==> config.mk <==
export PLATFORM = sky130hd
export DESIGN_NAME = counter_input_ctrl_flat
export DESIGN_NICKNAME = d
export VERILOG_FILES = /design/src/rtl/counter_input_ctrl_if.sv /design/src/rtl/counter_input_ctrl.sv /design/src/flat_wrapper.sv
export SDC_FILE = /design/constraint.sdc
export NUM_CORES = 1
export LEC_CHECK = 0
export ABC_AREA = 0
export CELL_PAD_IN_SITES_DETAIL_PLACEMENT = 1
export CELL_PAD_IN_SITES_GLOBAL_PLACEMENT = 2
export CORE_ASPECT_RATIO = 0.7
export CORE_MARGIN = 2
export CORE_UTILIZATION = 39
export DETAILED_ROUTE_END_ITERATION = 8
export GPL_TIMING_DRIVEN = 0
export PLACE_DENSITY = 0.88
export SLEW_MARGIN = 15
export SYNTH_ARGS = -nofsm -noshare
export SYNTH_HDL_FRONTEND = slang
export SYNTH_SLANG_ARGS = --single-unit
==> constraint.sdc <==
create_clock -name clk -period 3.5 [get_ports clk]
set_input_delay 0.875 -clock clk [delete_from_list [all_inputs] [get_ports clk]]
set_output_delay 0.875 -clock clk [all_outputs]
set_load 0.03 [all_outputs]
==> src/rtl/counter_input_ctrl_if.sv <==
`default_nettype none
// ============================================================================
//  Module   : counter_input_ctrl_if
//  Purpose  : Bundles the raw pushbutton/switch inputs and the counter-control
//             outputs of counter_input_ctrl into one interface.
//  Signals  : btn_load  raw load pushbutton (1 = pressed)
//             btn_dir   raw direction pushbutton (1 = pressed)
//             sw[3:0]   raw slide switches carrying the load value
//             LD        one-cycle load pulse to the downstream counter
//             up_dn     count direction (0 = up, 1 = down)
//             D[3:0]    load value to the downstream counter
//  Modports : master - board/stimulus side (drives buttons, reads outputs)
//             slave  - controller side
//  Revision : 1.0 - initial release
// ============================================================================
interface counter_input_ctrl_if;
  logic       btn_load;
  logic       btn_dir;
  logic [3:0] sw;
  logic       LD;
  logic       up_dn;
  logic [3:0] D;

  modport master (
    output btn_load, btn_dir, sw,
    input  LD, up_dn, D
  );

  modport slave (
    input  btn_load, btn_dir, sw,
    output LD, up_dn, D
  );
endinterface
`default_nettype wire

==> src/rtl/counter_input_ctrl.sv <==
`default_nettype none
// ============================================================================
//  Module   : counter_input_ctrl
//  Purpose  : Conditions bouncy pushbuttons and switches into clean control
//             for an up/down counter: two-flop synchronizers on every raw
//             input, one debouncer per button, a one-cycle LD pulse per
//             debounced load press with D capturing the switches, and the
//             count direction on up_dn.
//  Ports    : clk    - system clock, rising edge
//             reset  - asynchronous, active-high reset
//             bus    - counter_input_ctrl_if.slave (btn_load, btn_dir, sw in;
//                      LD, up_dn, D out)
//  Params   : DEBOUNCE_CYCLES - stable cycles needed to accept a button
//             level change (2..65535)
//  Config   : DIR_TOGGLE_EN defined   -> up_dn toggles on each debounced
//                                        btn_dir press
//             DIR_TOGGLE_EN undefined -> up_dn follows the debounced btn_dir
//                                        level, one cycle later
//  Revision : 1.0 - initial release
// ============================================================================
module counter_input_ctrl #(
  parameter int DEBOUNCE_CYCLES = 16
) (
  input  wire logic          clk,
  input  wire logic          reset,
  counter_input_ctrl_if.slave bus
);

  localparam int CNT_W = $clog2(DEBOUNCE_CYCLES);
  // The counter never holds DEBOUNCE_CYCLES itself: the edge that would
  // reach it flips db and clears instead.
  localparam logic [CNT_W-1:0] c_CNT_LAST = CNT_W'(DEBOUNCE_CYCLES - 1);

  // Raw bit layout: [5] btn_dir, [4] btn_load, [3:0] sw
  logic [5:0] w_raw;
  logic [5:0] r_meta;
  logic [5:0] r_sync;
  logic [1:0] w_db;        // [0] load, [1] dir

  assign w_raw = {bus.btn_dir, bus.btn_load, bus.sw};

  always_ff @(posedge clk or posedge reset) begin
    if (reset) begin
      r_meta <= '0;
      r_sync <= '0;
    end else begin
      r_meta <= w_raw;
      r_sync <= r_meta;
    end
  end

  generate
    for (genvar gi = 0; gi < 2; gi++) begin : g_db
      logic [CNT_W-1:0] r_cnt;
      logic             r_db;

      always_ff @(posedge clk or posedge reset) begin
        if (reset) begin
          r_cnt <= '0;
          r_db  <= 1'b0;
        end else if (r_sync[4+gi] == r_db) begin
          r_cnt <= '0;
        end else if (r_cnt == c_CNT_LAST) begin
          r_db  <= ~r_db;
          r_cnt <= '0;
        end else begin
          r_cnt <= r_cnt + CNT_W'(1);
        end
      end

      assign w_db[gi] = r_db;
    end
  endgenerate

  // Load path: rising edge of the debounced level gives exactly one pulse
  // per press; release and hold produce nothing.
  logic       r_load_q;
  logic       w_load_rise;
  logic       r_ld;
  logic [3:0] r_d;

  assign w_load_rise = w_db[0] & ~r_load_q;

  always_ff @(posedge clk or posedge reset) begin
    if (reset) begin
      r_load_q <= 1'b0;
      r_ld     <= 1'b0;
      r_d      <= '0;
    end else begin
      r_load_q <= w_db[0];
      r_ld     <= w_load_rise;
      if (w_load_rise) begin
        r_d <= r_sync[3:0];
      end
    end
  end

  // Direction path, independent of the load path.
  logic r_up_dn;

`ifdef DIR_TOGGLE_EN
  logic r_dir_q;
  logic w_dir_rise;

  assign w_dir_rise = w_db[1] & ~r_dir_q;

  always_ff @(posedge clk or posedge reset) begin
    if (reset) begin
      r_dir_q <= 1'b0;
      r_up_dn <= 1'b0;
    end else begin
      r_dir_q <= w_db[1];
      if (w_dir_rise) begin
        r_up_dn <= ~r_up_dn;
      end
    end
  end
`else
  always_ff @(posedge clk or posedge reset) begin
    if (reset) begin
      r_up_dn <= 1'b0;
    end else begin
      r_up_dn <= w_db[1];
    end
  end
`endif

  assign bus.LD    = r_ld;
  assign bus.D     = r_d;
  assign bus.up_dn = r_up_dn;

endmodule
`default_nettype wire
==> src/flat_wrapper.sv <==
// flat-port wrapper written by rule: the top's interface ports become plain ports
module counter_input_ctrl_flat 
#(
  parameter int DEBOUNCE_CYCLES = 16
)
  (clk, reset, bus_btn_load, bus_btn_dir, bus_sw, bus_LD, bus_up_dn, bus_D);
  counter_input_ctrl_if bus_i ();
  input  wire logic clk;
  input  wire logic reset;
  input wire logic [$bits(bus_i.btn_load)-1:0] bus_btn_load;
  input wire logic [$bits(bus_i.btn_dir)-1:0] bus_btn_dir;
  input wire logic [$bits(bus_i.sw)-1:0] bus_sw;
  output wire logic [$bits(bus_i.LD)-1:0] bus_LD;
  output wire logic [$bits(bus_i.up_dn)-1:0] bus_up_dn;
  output wire logic [$bits(bus_i.D)-1:0] bus_D;
  assign bus_i.btn_load = bus_btn_load;
  assign bus_i.btn_dir = bus_btn_dir;
  assign bus_i.sw = bus_sw;
  assign bus_LD = bus_i.LD;
  assign bus_up_dn = bus_i.up_dn;
  assign bus_D = bus_i.D;
  counter_input_ctrl #(.DEBOUNCE_CYCLES(DEBOUNCE_CYCLES)) u_core (.clk(clk), .reset(reset), .bus(bus_i));
endmodule
==> impl_metrics.ini, run 1 <==
[sta]
rsz0062_at_grt = false
slew_violations = 0
finalSetupViolations = 0
post-route-min-period_ns = 2.23
max_slew.worst_pin.slew_ns = 0.975
fin_crit_sh_pct = 63.7
fin_setup_tns_ns = 0
slew-limit-headroom_pct = 34.6
clock.fmax_ghz = 0.449
clock-skew-final_ns = 0.00735
setup_ws_ns = 1.27
hold_viol_final = 0

[cts]
cts_made_buffers = 5
root_buffer = clkbuf_4
h-tree-depth = 2
cts.sinks = 29
cts-resized-gates = 0
cts_setup_buffers = 0
clkTransAtPathRegs_ns = 0.09
clkLatencyLatePin_ns = 0.32
clockBufferDepth = 2
cts_tree = yes
postCtsHoldBufs = 0

[detailed_routing]
post-route-drc-count = 0
drt-pass1-iter-count = 5
via_count = 544
wirelength_um = 1540
vias_per_cell = 4.65
drtIter0Drc = 30
routedWlPerCell_um = 13.1
drtAntennaViolNets = 0

[worst_setup_path]
timing.rr.end = u_core.g_db[1].r_db$_DFFE_PP0P_
path_cells = clkdlybuf4s50_1
r2r_cells = 3
crit_path_start_kind = flip-flop
cp_max_fo = 2
crit_path_end_kind = primary output
arrival_ns = 1.35
cpLargestDelayFamily = buffers and inverters
slowest_stage = clkdlybuf4s50_1
ff2ff_setup_slack_ns = 2.24
path_buf_inv = 1
crit-reg2reg-launch = u_core.g_db[1].r_cnt[0]$_DFF_PP0_
crit_type = flip-flop to primary output
crit_path_start = u_core.bus.D[2]$_DFFE_PP0P_
worst_ep_required_time_ns = 2.62
cpPeakStageDelay_ns = 0.68

[floorplanning]
dieArea_sq_mm = 0.00299
die_w_um = 64.5
die_h_um = 46.3
initial_utilization_pct = 40.9
rows = 15
top_level_ports = 14
coreArea_sq_mm = 0.00244

[final_layout]
fillers = 252
final_common_cell = dfrtp_1
multi_input_area_sq_um = 250
antenna_cells = 0
drive_above_1_share_pct = 19.3
regArea_sq_um = 726
fin_util_pct = 50.9
layout.nets = 92
syn2layout_area_growth_pct = 24.3
final_cell_mix = dfrtp_1 (29), clkdlybuf4s50_1 (13), clkbuf_4 (5)

[global_route]
grt_pass1_wl_um = 2580
grt_pass1_vias = 593
antenna_found_initial = 0
grt-ovfl-total = 0
grt_max_degree = 30
track_usage_pct = 13.2

[placement]
port_buffers = 13
place_congestion = 0.715
dp_slack_ns = 1.32
hpwl_um = 1080

[synthesis]
synth_area_per_cell_sq_um = 16.1
yosys_register_bits = 29
syn-cell-area_sq_um = 998
synth_cell_types = 16
netlist_instances = 62
synthMuxAreaShare_pct = 8.27
synth_fp_nets = 72
yosys.area_share.simple_pct = 6.89
ys_seq_area_share_pct = 72.7
ys_warn_count = 0
synth_fa_ha_area_share_pct = 2.51
synth_compound_area_share_pct = 3.88
synth_top_family_by_area = multiplexers
synthXorXnorAreaFrac_pct = 3.51

[min_path]
hold_depth = 0
hold-path-endpoint = u_core.r_sync[1]$_DFF_PP0_
min_from = u_core.r_meta[1]$_DFF_PP0_
hp-class = flip-flop to flip-flop

[run_status]
status = finished clean

[power_and_ir_drop]
powerDensity_mw_per_mm2 = 494
peakVddDrop_v = 0.000246
power.leakage_nw = 0.553

[flow_run]
drv_cap = 0
-- where the power goes --
group,switching [mW],total (mW),internal (mW)
Clock,0.109,0.225,0.116
Sequential,0.00854,0.357,0.348
Combinational,0.0152,0.0314,0.0162
Total,0.133,0.613,0.480
-- worst max-delay path by stage --
stage,slack (ns),end,cells after the start
CTS,1.24,bus_D[2],1
detailed placement,1.32,u_core.r_sync[1]$_DFF_PP0_,2
floorplan,2.02,u_core.bus.D[0]$_DFFE_PP0P_,1
global placement,1.33,u_core.bus.D[1]$_DFFE_PP0P_,2
finish,1.27,bus_D[2],1
global route,1.20,bus_D[2],1
-- synthesized netlist by cell type --
master / number / area share, %
o21ai_0: 2 / 1.0
nor2b_4: 1 / 1.4
a311oi_1: 1 / 0.88
nand3_1: 2 / 1.0
dfrtp_1: 29 / 73
ha_1: 2 / 2.5
nand4b_1: 2 / 1.8
nor2_1: 2 / 0.75
buf_6: 1 / 1.1
nor3b_1: 1 / 0.75
mux2_2: 2 / 2.3
a21oi_1: 4 / 2.0
mux2_4: 4 / 6.0
inv_1: 3 / 1.1
nor2b_1: 2 / 1.3
xnor2_1: 4 / 3.5
-- flip-flops by register name (all words and copies together) (netlist names) --
| register | cells |
|---|---|
| u_core.r_sync | 6 |
| u_core.g_db.r_cnt | 8 |
| u_core.r_meta | 6 |
| u_core.r_load_q | 1 |
| u_core.bus.LD | 1 |
| u_core.bus.up_dn | 1 |
| u_core.bus.D | 4 |
| u_core.g_db.r_db | 2 |
-- stage by stage --
step / std cells / hold slack (ns) / power [mW] / cell area (sq um)
5_1_grt: 117 / 0.372 / 0.651 / 1240
3_3_place_gp: 109 / 0.334 / 0.393 / 1170
3_5_place_dp: 109 / 0.338 / 0.395 / 1170
4_1_cts: 117 / 0.357 / 0.625 / 1240
2_1_floorplan: 62 / 0.331 / 0.379 / 998
6_report: 117 / 0.356 / 0.613 / 1240
-- final cells by class --
class	count	share of cell area [%]
Sequential cell	29	58.5
Clock buffer	7	5.24
Buffer	1	0.907
Clock inverter	1	0.403
Tap cell	34	3.43
Timing Repair Buffer	13	10.5
Multi-Input combinational cell	29	20.2
Inverter	3	0.907
-- routing by layer --
layer | vias up | GRT usage [%] | wire (um)
met1 | 279 | 13.1 | 661
li1 | 249 | - | -
met4 | 0 | 10.2 | 26
met3 | 2 | 7.33 | 97
met5 | - | 0 | 0
met2 | 14 | 21.3 | 750
-- logic make-up after synthesis --
logic type | after synthesis
flip-flops | 29
AND/OR/NAND/NOR | 10
AO/OA/AOI/OAI | 7
multiplexers | 6
XOR/XNOR | 4
buffers and inverters | 4
adder cells (fa/ha/maj) | 2
No activity file was read; power rests on OpenSTA's default activity.
==> inputs of run 2 (changes only) <==
- CORE_UTILIZATION: 39 -> 33
- PLACE_DENSITY: 0.88 -> 0.8
- clock period: 3.5 -> 1.84 ns (I/O delays scaled with it)
==> impl_metrics.ini, run 2 (synthesis gave the netlist of run 1 again) <==
[worst_setup_path]
crit_path_end_kind = primary output
cpLargestDelayFamily = buffers and inverters
ff2ff_setup_slack_ns = 0.61
crit_end = bus_D[1]
cpPeakStageDelay_ns = 0.69
timing.rr.end = u_core.g_db[0].r_db$_DFFE_PP0P_
r2r_cells = 3
crit_path_start_kind = flip-flop
cp_max_fo = 2
path_buf_inv = 1
crit-reg2reg-launch = u_core.g_db[0].r_cnt[0]$_DFF_PP0_
crit_path_start = u_core.bus.D[1]$_DFFE_PP0P_
arrival_ns = 1.33
path_cells = clkdlybuf4s50_1
slowest_stage = clkdlybuf4s50_1
cp.depth = 1
worst_ep_required_time_ns = 1.38
crit_type = flip-flop to primary output

[detailed_routing]
drtIter0Drc = 17
post-route-drc-count = 0
vias_per_cell = 4.45
wirelength_um = 1600
routedWlPerCell_um = 13.5
via_count = 530
drt-pass1-iter-count = 3
drtAntennaViolNets = 0

[cts]
postCtsHoldBufs = 0
cts.sinks = 29
cts_setup_buffers = 0
cts-resized-gates = 0
clockBufferDepth = 2
cts_made_buffers = 5
root_buffer = clkbuf_8
clkLatencyLatePin_ns = 0.28
cts_tree = yes
clkTransAtPathRegs_ns = 0.06
h-tree-depth = 2

[final_layout]
largest_register = u_core.g_db.r_cnt
final_common_cell = dfrtp_1
final_cell_mix = dfrtp_1 (29), clkdlybuf4s50_1 (13), clkbuf_8 (5)
layout.nets = 92
largest_reg_flops = 8
drive_above_1_share_pct = 15.7
reg_top3 = u_core.g_db.r_cnt (8), u_core.r_meta (6), u_core.r_sync (6)
fin_util_pct = 44.1
antenna_cells = 0
finalNonFillerCells = 119
syn2layout_area_growth_pct = 25.6
fillers = 289
final_cell_area_sq_mm = 0.00125

[run_status]
status = finished clean

[global_route]
grt_pass1_wl_um = 2620
grt_max_degree = 30
grt_pass1_vias = 587
antenna_found_initial = 0
grt-ovfl-total = 0
track_usage_pct = 11.0

[power_and_ir_drop]
peakVddDrop_v = 0.000406
power.leakage_nw = 0.555
power.total_mw = 1.22
powerDensity_mw_per_mm2 = 974

[sta]
finalSetupViolations = 0
slew-limit-headroom_pct = 29.3
hold_viol_final = 0
rsz0062_at_grt = false
fin_setup_tns_ns = 0
slew_violations = 0
holdWs_ns = 0.349
max_slew.worst_pin.slew_ns = 1.06
fin_crit_sh_pct = 97.0
post-route-min-period_ns = 1.79
clock.fmax_ghz = 0.560
clock-skew-final_ns = 0.00241
setup_ws_ns = 0.0548

[placement]
port_buffers = 13
dp_cells = 111
dp_slack_ns = 0.0514
place_congestion = 0.720
place_area_sq_mm = 0.00117

[floorplanning]
top_level_ports = 14
coreArea_sq_mm = 0.00284
die_h_um = 50.0
initial_utilization_pct = 35.1
dieArea_sq_mm = 0.00349
rows = 16
die_w_um = 69.7

[flow_run]
drv_cap = 0

[min_path]
hp-class = flip-flop to flip-flop
[run 2: changes by cell type in the layout (fill, tap and decap cells not counted), sizes merged]
cell,before,now
clkinv,2,0
inv,2,3
clkbuf,7,8
[run 2: report_power, final]
group / switching, mW / total [mW] / internal (mW) / leakage, nW
registers: 0.0174 / 0.681 / 0.664 / 0.372
clock network: 0.214 / 0.481 / 0.267 / 0.0395
logic: 0.0286 / 0.0593 / 0.0306 / 0.143
[run 2: worst min path at each step]
stage                                       endpoint                       start  depth (start not counted)
final                     u_core.r_sync[4]$_DFF_PP0_  u_core.r_meta[4]$_DFF_PP0_                          0
after global routing      u_core.r_sync[4]$_DFF_PP0_  u_core.r_meta[4]$_DFF_PP0_                          0
after CTS                 u_core.r_sync[4]$_DFF_PP0_  u_core.r_meta[4]$_DFF_PP0_                          0
after detailed placement  u_core.r_sync[1]$_DFF_PP0_  u_core.r_meta[1]$_DFF_PP0_                          0
after global placement    u_core.r_sync[4]$_DFF_PP0_  u_core.r_meta[4]$_DFF_PP0_                          0
after floorplan           u_core.r_sync[0]$_DFF_PP0_  u_core.r_meta[0]$_DFF_PP0_                          0
[run 2: routing by layer]
metal	wire [um]	GRT usage (%)	share of wire [%]	vias to the layer above
met5	0	0	0	-
met4	79	11.5	4.9	0
met3	103	4.91	6.4	8
met2	732	15.9	46	15
met1	685	11.6	43	261
li1	-	-	-	246
[run 2: final cells by class]
type / count / area [sq um] / share of cell area (%)
Sequential cell: 29 / 726 / 57.9
Timing Repair Buffer: 13 / 130 / 10.4
Clock buffer: 8 / 80.1 / 6.39
Inverter: 3 / 11.3 / 0.898
Multi-Input combinational cell: 29 / 250 / 20.0
Buffer: 1 / 11.3 / 0.898
Tap cell: 36 / 45.0 / 3.59
==> inputs of run 3 (changes only) <==
- CORE_UTILIZATION: 33 -> 30
- CTS_CLUSTER_SIZE: default -> 20
- PLACE_DENSITY: 0.8 -> 0.75
==> impl_metrics.ini, run 3 (synthesis gave the netlist of run 1 again) <==
[final_layout]
final_cell_area_sq_mm = 0.00129
drive_above_1_share_pct = 18.1
reg_top3 = u_core.g_db.r_cnt (8), u_core.r_meta (6), u_core.r_sync (6)
final_cell_mix = dfrtp_1 (29), clkdlybuf4s50_1 (13), clkbuf_8 (6)
syn2layout_area_growth_pct = 29.4
largest_reg_flops = 8
fillers = 327
multi_input_area_sq_um = 250
regArea_sq_um = 726
final_common_cell = dfrtp_1
fin_util_pct = 40.8
antenna_cells = 0
layout.nets = 92
largest_register = u_core.g_db.r_cnt

[cts]
cts_setup_buffers = 0
cts.sinks = 29
clkTransAtPathRegs_ns = 0.06
cts_made_buffers = 5
cts-resized-gates = 0
h-tree-depth = 2
clockBufferDepth = 2
postCtsHoldBufs = 0
root_buffer = clkbuf_8
cts_tree = yes
clkLatencyLatePin_ns = 0.28

[global_route]
grt_pass1_vias = 563
grt_max_degree = 30
antenna_found_initial = 0
grt-ovfl-total = 0
track_usage_pct = 10.6
grt_pass1_wl_um = 2720

[worst_setup_path]
cpLargestDelayFamily = buffers and inverters
crit_path_end_kind = primary output
arrival_ns = 1.31
ff2ff_setup_slack_ns = 0.58
crit_type = flip-flop to primary output
slowest_stage = clkdlybuf4s50_1
timing.rr.end = u_core.g_db[1].r_db$_DFFE_PP0P_
r2r_cells = 3
crit-reg2reg-launch = u_core.g_db[1].r_cnt[0]$_DFF_PP0_
cp_max_fo = 2
path_cells = clkdlybuf4s50_1
cpPeakStageDelay_ns = 0.67
crit_path_start_kind = flip-flop
path_buf_inv = 1
worst_ep_required_time_ns = 1.38

[detailed_routing]
via_count = 532
drt-pass1-iter-count = 3
routedWlPerCell_um = 12.6
wirelength_um = 1530
drtIter0Drc = 18
post-route-drc-count = 0
drtAntennaViolNets = 0
vias_per_cell = 4.40

[run_status]
status = finished clean

[min_path]
hold_depth = 0
hold-path-endpoint = u_core.r_sync[4]$_DFF_PP0_
hp-class = flip-flop to flip-flop
min_from = u_core.r_meta[4]$_DFF_PP0_

[placement]
place_area_sq_mm = 0.00118
hpwl_um = 961
port_buffers = 13
place_congestion = 0.699

[power_and_ir_drop]
powerDensity_mw_per_mm2 = 1090
power.total_mw = 1.41
power.leakage_nw = 0.570
peakVddDrop_v = 0.000484

[sta]
max_slew.worst_pin.slew_ns = 1.02
rsz0062_at_grt = false
clock-skew-final_ns = 0.00263
fin_setup_tns_ns = 0
post-route-min-period_ns = 1.77
slew_violations = 0
finalSetupViolations = 0
hold_viol_final = 0
holdWs_ns = 0.346
slew-limit-headroom_pct = 31.8
clock.fmax_ghz = 0.566
fin_crit_sh_pct = 96.1

[floorplanning]
rows = 17
initial_utilization_pct = 31.5
die_w_um = 73.0
dieArea_sq_mm = 0.00381
coreArea_sq_mm = 0.00317
top_level_ports = 14
die_h_um = 52.3

[flow_run]
drv_cap = 0
-- run 3: cell type report --
cell class,count,share of cell area [%]
Buffer,1,0.871
Inverter,3,0.871
Timing Repair Buffer,13,10.1
Clock inverter,1,2.32
Clock buffer,7,6.68
Sequential cell,29,56.1
Multi-Input combinational cell,29,19.4
Tap cell,38,3.68
-- run 3: layer usage --
layer | GRT usage [%] | share of wire [%]
met5 | 0 | 0
met3 | 7.50 | 7.4
met1 | 11.7 | 44
met2 | 14.7 | 45
met4 | 6.48 | 3.7
-- run 3: where the power goes --
group	internal [mW]	switching, mW	total [mW]
sequential	0.663	0.0164	0.680
combinational	0.0303	0.0284	0.0587
clock	0.441	0.227	0.668
total	1.13	0.272	1.41
-- run 3: how the worst max path moves through the flow --
stage | start | cells after the start | to | slack [ns]
after floorplan | u_core.g_db[0].r_cnt[0]$_DFF_PP0_ | 3 | u_core.g_db[0].r_db$_DFFE_PP0P_ | 0.68
after global placement | reset | 2 | u_core.bus.D[2]$_DFFE_PP0P_ | 0.07
after detailed placement | reset | 2 | u_core.bus.D[1]$_DFFE_PP0P_ | 0.02
after CTS | u_core.bus.D[1]$_DFFE_PP0P_ | 1 | bus_D[1] | 0.05
after global routing | u_core.bus.D[2]$_DFFE_PP0P_ | 1 | bus_D[2] | 0.02
final | u_core.bus.D[1]$_DFFE_PP0P_ | 1 | bus_D[1] | 0.07
-- run 3: metrics by stage --
step                      worst slack (ns)  std cells
after global routing                0.0172        121
after floorplan                      0.681         62
after CTS                           0.0508        121
final                               0.0718        121
after global placement              0.0727        113
after detailed placement            0.0187        113
